File: src/rtl/dp_ram_pkg.sv
// dp_ram_pkg: shared default widths and pointer-width helper for the RAM-backed FIFO
package dp_ram_pkg;
  localparam int DEF_DATA_WIDTH = 8;
  localparam int DEF_ADDR_WIDTH = 6;
  function automatic int ptr_w(input int aw);
    return aw + 1;
  endfunction
endpackage

File: src/rtl/dp_ram_async_read.sv
// dp_ram_async_read: dual-port RAM, synchronous writes on both ports, asynchronous port-B read
module dp_ram_async_read #(
  parameter int DATA_WIDTH = 8,
  parameter int ADDR_WIDTH = 6
) (
  input  logic                  clk,
  input  logic                  we_a,
  input  logic [ADDR_WIDTH-1:0] addr_a,
  input  logic [DATA_WIDTH-1:0] din_a,
  input  logic                  we_b,
  input  logic [ADDR_WIDTH-1:0] addr_b,
  input  logic [DATA_WIDTH-1:0] din_b,
  output logic [DATA_WIDTH-1:0] dout_b
);
  logic [DATA_WIDTH-1:0] mem [2**ADDR_WIDTH];
  always_ff @(posedge clk) begin
    if (we_a) mem[addr_a] <= din_a;
    if (we_b) mem[addr_b] <= din_b;
  end
  assign dout_b = mem[addr_b];
endmodule

File: src/rtl/dp_ram_fifo.sv
// dp_ram_fifo: show-ahead FIFO over an async-read dual-port RAM, extra-MSB pointers
module dp_ram_fifo
  import dp_ram_pkg::*;
#(
  parameter int DATA_WIDTH = DEF_DATA_WIDTH,
  parameter int ADDR_WIDTH = DEF_ADDR_WIDTH,
  parameter int AF_THRESH  = 2**ADDR_WIDTH - 4
) (
  input  logic                  clk,
  input  logic                  rst_n,
  input  logic                  flush,
  input  logic                  in_valid,
  output logic                  in_ready,
  input  logic [DATA_WIDTH-1:0] in_data,
  output logic                  out_valid,
  input  logic                  out_ready,
  output logic [DATA_WIDTH-1:0] out_data,
  output logic [ADDR_WIDTH:0]   count,
  output logic                  full,
  output logic                  empty,
  output logic                  almost_full
);
  localparam int PW = ptr_w(ADDR_WIDTH);
  localparam logic [PW-1:0] AF = PW'(AF_THRESH);
  logic [PW-1:0] wr_ptr, rd_ptr, cnt;
  logic push, pop;
  assign empty       = wr_ptr == rd_ptr;
  assign full        = wr_ptr[ADDR_WIDTH-1:0] == rd_ptr[ADDR_WIDTH-1:0] && wr_ptr[ADDR_WIDTH] != rd_ptr[ADDR_WIDTH];
  assign in_ready    = !full;
  assign out_valid   = !empty;
  assign almost_full = cnt >= AF;
  assign count       = cnt;
  // flush suppresses the RAM write as well as the pointer updates
  assign push = in_valid && in_ready && !flush;
  assign pop  = out_valid && out_ready;
  always_ff @(posedge clk or negedge rst_n) begin
    if (!rst_n) begin
      wr_ptr <= '0;
      rd_ptr <= '0;
      cnt    <= '0;
    end else if (flush) begin
      wr_ptr <= '0;
      rd_ptr <= '0;
      cnt    <= '0;
    end else begin
      wr_ptr <= wr_ptr + PW'(push);
      rd_ptr <= rd_ptr + PW'(pop);
      cnt    <= cnt + PW'(push) - PW'(pop);
    end
  end
  dp_ram_async_read #(.DATA_WIDTH(DATA_WIDTH), .ADDR_WIDTH(ADDR_WIDTH)) u_ram (
    .clk    (clk),
    .we_a   (push),
    .addr_a (wr_ptr[ADDR_WIDTH-1:0]),
    .din_a  (in_data),
    .we_b   (1'b0),
    .addr_b (rd_ptr[ADDR_WIDTH-1:0]),
    .din_b  ({DATA_WIDTH{1'b0}}),
    .dout_b (out_data)
  );
endmodule

File: config.mk
export PLATFORM = sky130hd
export DESIGN_NAME = dp_ram_fifo
export DESIGN_NICKNAME = d
export VERILOG_FILES = /design/src/rtl/dp_ram_pkg.sv /design/src/rtl/dp_ram_async_read.sv /design/src/rtl/dp_ram_fifo.sv
export SDC_FILE = /design/constraint.sdc
export NUM_CORES = 1
export LEC_CHECK = 0
export ABC_AREA = 0
export CAP_MARGIN = 30
export CORE_MARGIN = 2
export CORE_UTILIZATION = 30
export CTS_BUF_LIST = sky130_fd_sc_hd__clkbuf_8
export CTS_CLUSTER_SIZE = 25
export DETAILED_ROUTE_END_ITERATION = 12
export SLEW_MARGIN = 20
export SYNTH_ARGS = -nofsm -noshare
export SYNTH_HDL_FRONTEND = slang
export SYNTH_SLANG_ARGS = --single-unit
File: constraint.sdc
create_clock -name clk -period 4.2 [get_ports clk]
set_clock_uncertainty 0.15 [all_clocks]
set_input_delay 0.42 -clock clk [delete_from_list [all_inputs] [get_ports clk]]
set_output_delay 0.42 -clock clk [all_outputs]
set_load 0.01 [all_outputs]
==> summary.md <==
| Metric | Value |
|---|---|
| Drt first pass iters | 7 |
| Post-Syn Area | 21200 µm² |
| Vias in the first global route | 11000 |
| Critical path's slowest cell | dfrtp_4 |
| Routed length per instance | 22.0 µm |
| Crit-path cells | buf_16, mux4_2, mux2i_1, o22ai_1, nor2_1, a21oi_2, clkdlybuf4s50_1 |
| Synth top area cells | edfxtp_1, mux4_2, dfrtp_1, nor2_1, ha_1 |
| Final Setup Violations | 0 |
| WP buf/inv | 2 |
| Hold path start | in_data[5] |
| #FFs+latches synth | 533 |
| Antenna-violating nets left | 0 |
| Clock transition at path regs | 70 ps |
| Final Hold Violating Endpoints | 0 |
| Count leader, synth | edfxtp_1 |
| GRT Util Overall | 13.3% |
| Int Power | 8.69 mW |
| Die Width | 270 µm |
| Post-Syn Nets | 1071 |
| Post-Syn Instances | 1042 |
| Worst-path maximum fanout | 28 |
| P_leak | 7.73 nW |
| Critical Path AT | 3580 ps |
| Max Cap Viol | 0 |
| Sequential Power Share | 52.0% |
| EDFF count, synth | 512 |
| Peak VDD IR | 0.217 mV |
| Min Tclk post-route | 4150 ps |
| R2R cell count | 17 |
| H-tree depth | 3 |
| P per Cell Area | 460 nW/µm² |
| CTS Buf Count | 85 |
| Ys Warns | 0 |
| Status | finished, final reports clean |
| FMAX | 0.241 GHz |
| CTS tree | built |
| Crit path max-delay family | multiplexers |
| Worst Hold Depth | 1 |
| Die ar. | 72700 µm² |
| Final nets | 1214 |
| WHS Endpoint | u_ram.mem[6][5] |
| # IOs | 33 |
| Library cells used by synthesis | 46 |
| Reg2Reg Setup Slack | 520 ps |
| Fillers | 6526 |
| Area Overhead vs Synth | 17.2% |
| Seq/Total Area, Yosys | 75.2% |
| Port Buf Inserts | 32 |
| Clock Tree Root | clkbuf_8 |
| Combinational cell fraction of total power | 11.4% |
| First-pass GRT wire length | 72600 µm |
| CP peak stage delay | 580 ps |
| Final Power | 11.4 mW |
| Average size of a mapped cell | 20.3 µm² |
| Slew HR | 32.9% |
| Die H | 270 µm |
| Cell taking the most area after synthesis | edfxtp_1 |
| Core area | 69900 µm² |
| Ys async rst share | 3.94% |
| Count of pins over their slew limit | 0 |
| Period utilisation layout | 98.8% |
| Worst-margin pin slew | 1000 ps |
| Setup crit end kind | output port |
| Synth cell count leaders | edfxtp_1, mux4_2, nor2_1, nor2b_1, clkbuf_1 |
| CP Data Required Time | 3630 ps |
| Post-synth top area share | 72.7% |
| Routed wire length | 48100 µm |
| Initial core utilization | 30.3% |
| Reg-to-Reg End | count[6] |
| Accumulated negative setup slack | 0 ps |
| Residual DRC | 0 |
| Share of cells above drive strength 1 | 28.2% |
| Layout Utilization | 35.5% |
| RD Place Congestion | 0.774 |
| Ys flop type | edfxtp_1 |
| Routed vias | 10600 |
| Maximum root-to-sink buffer count | 3 |
| Clock latency on the worst-skew pair | 650 ps |
| NetSw | 2.71 mW |
| Grt total ovfl | 0 |
| Detailed Place HPWL | 28700 µm |
| Hold Path Class | in2reg |
| RSZ-0062 raised after global routing | no |
| Initial antenna violation count | 0 |
| Ant diodes | 0 |
| Starting DRT DRC Count | 1074 |
| Maximum number of pins on one net before global-route repair | 65 |
| Net Sw Frac | 23.8% |
| Critical R2R Launch | rd_ptr[1] |
| Clk network pwr share | 36.6% |
| Vias/cell | 4.83 |
| CTS sink cnt | 533 |
| Critical path class | reg2out |
| Row Count | 97 |
| Critical path launch point type | register |
[routing by layer]
layer	part of all wire (%)	track usage (%)	up-vias
met4	1.6	3.44	0
met5	0	0	-
met3	6.1	3.24	74
met1	44	18.5	5598
met2	48	21.0	362
li1	-	-	4551
[power groups by stage]
stage	Clock, mW	Sequential, mW	Combinational (mW)
CTS	4.27	5.92	1.31
finish	4.18	5.92	1.30
global placement	0	6.03	1.23
detailed placement	0	6.03	1.26
floorplan	0	6.02	0.819
global route	4.50	5.92	1.43
[final cells by class]
cell class                      instances  area, µm²  area share, %
Sequential cell                       533      15900           64.2
Multi-Input combinational cell        436       4980           20.1
Clock buffer                           89       1220           4.94
Tap cell                              940       1180           4.74
Timing Repair Buffer                  112       1090           4.38
Clock inverter                         64        362           1.46
Inverter                               17       63.8          0.257
[cell usage in the layout, fill, tap and decap left out, types with 12 or more instances in the layout]
cell type / count
clkinv_1: 20
nor2_1: 84
nand2_1: 21
clkbuf_8: 89
mux4_2: 138
buf_4: 62
clkdlybuf4s50_1: 23
inv_1: 45
ha_1: 15
mux2i_1: 12
edfxtp_1: 512
nand3_1: 15
dfrtp_1: 18
nor2b_1: 29
[repair_timing]
action | in CTS | in global routing
setup endpoints to repair | 8 | 7
buffers inserted | 2 | 0
cloned | 1 | 0
pin swaps | 2 | 0
gates resized for setup | 17 | 11
endpoints found under the hold margin | 6 | 0
hold buffers | 1 | 0
[worst register-to-register path, cell delays in order (launching register included)]
cell and delay [ps]:
dfrtp_4 610, buf_8 230, xnor2_1 150, nand2_1 80
nor3_1 220, nand2_1 130, and2_1 200, ha_1 270
inv_1 50, ha_1 140, inv_1 60, fa_1 400
nor2b_1 160, o21ai_0 120, a21oi_1 200, o21ai_0 120
nor3b_1 150, nor3_1 150
[registers in the layout, indices dropped and copies added (netlist names)]
register / count
u_ram.mem: 512
count: 7
rd_ptr: 7
wr_ptr: 7
[stage by stage]
stage | instance area [µm²] | worst slack [ps] | hold slack (ps) | instances
6_report | 24800 | 48.9 | 58.3 | 2191
5_1_grt | 24800 | 1.34 | 30.4 | 2191
4_1_cts | 24800 | 0.427 | 12.3 | 2191
3_5_place_dp | 23000 | 348 | 417 | 2034
3_3_place_gp | 23000 | 333 | 405 | 2029
2_1_floorplan | 21200 | 893 | -25.6 | 1042
[cell families after synthesis]
kind of cell,share of synthesized area (%)
multiplexers,15.4
buffers and inverters,1.67
XOR/XNOR,0.621
AO/OA/AOI/OAI,2.24
AND/OR/NAND/NOR,3.97
adder cells (fa/ha/maj),0.982
flip-flops,75.2
[worst max-delay path by stage]
stage | start | end | slack [ps] | cells past startpoint
floorplan | rd_ptr[0] | count[6] | 890 | 18
CTS | rd_ptr[0] | out_data[0] | 0.4 | 6
global placement | rd_ptr[0] | out_data[6] | 330 | 8
detailed placement | rd_ptr[0] | out_data[6] | 350 | 8
finish | rd_ptr[0] | out_data[7] | 50 | 7
global route | rd_ptr[0] | out_data[7] | 1 | 8
(Power assumes the default switching activity.)
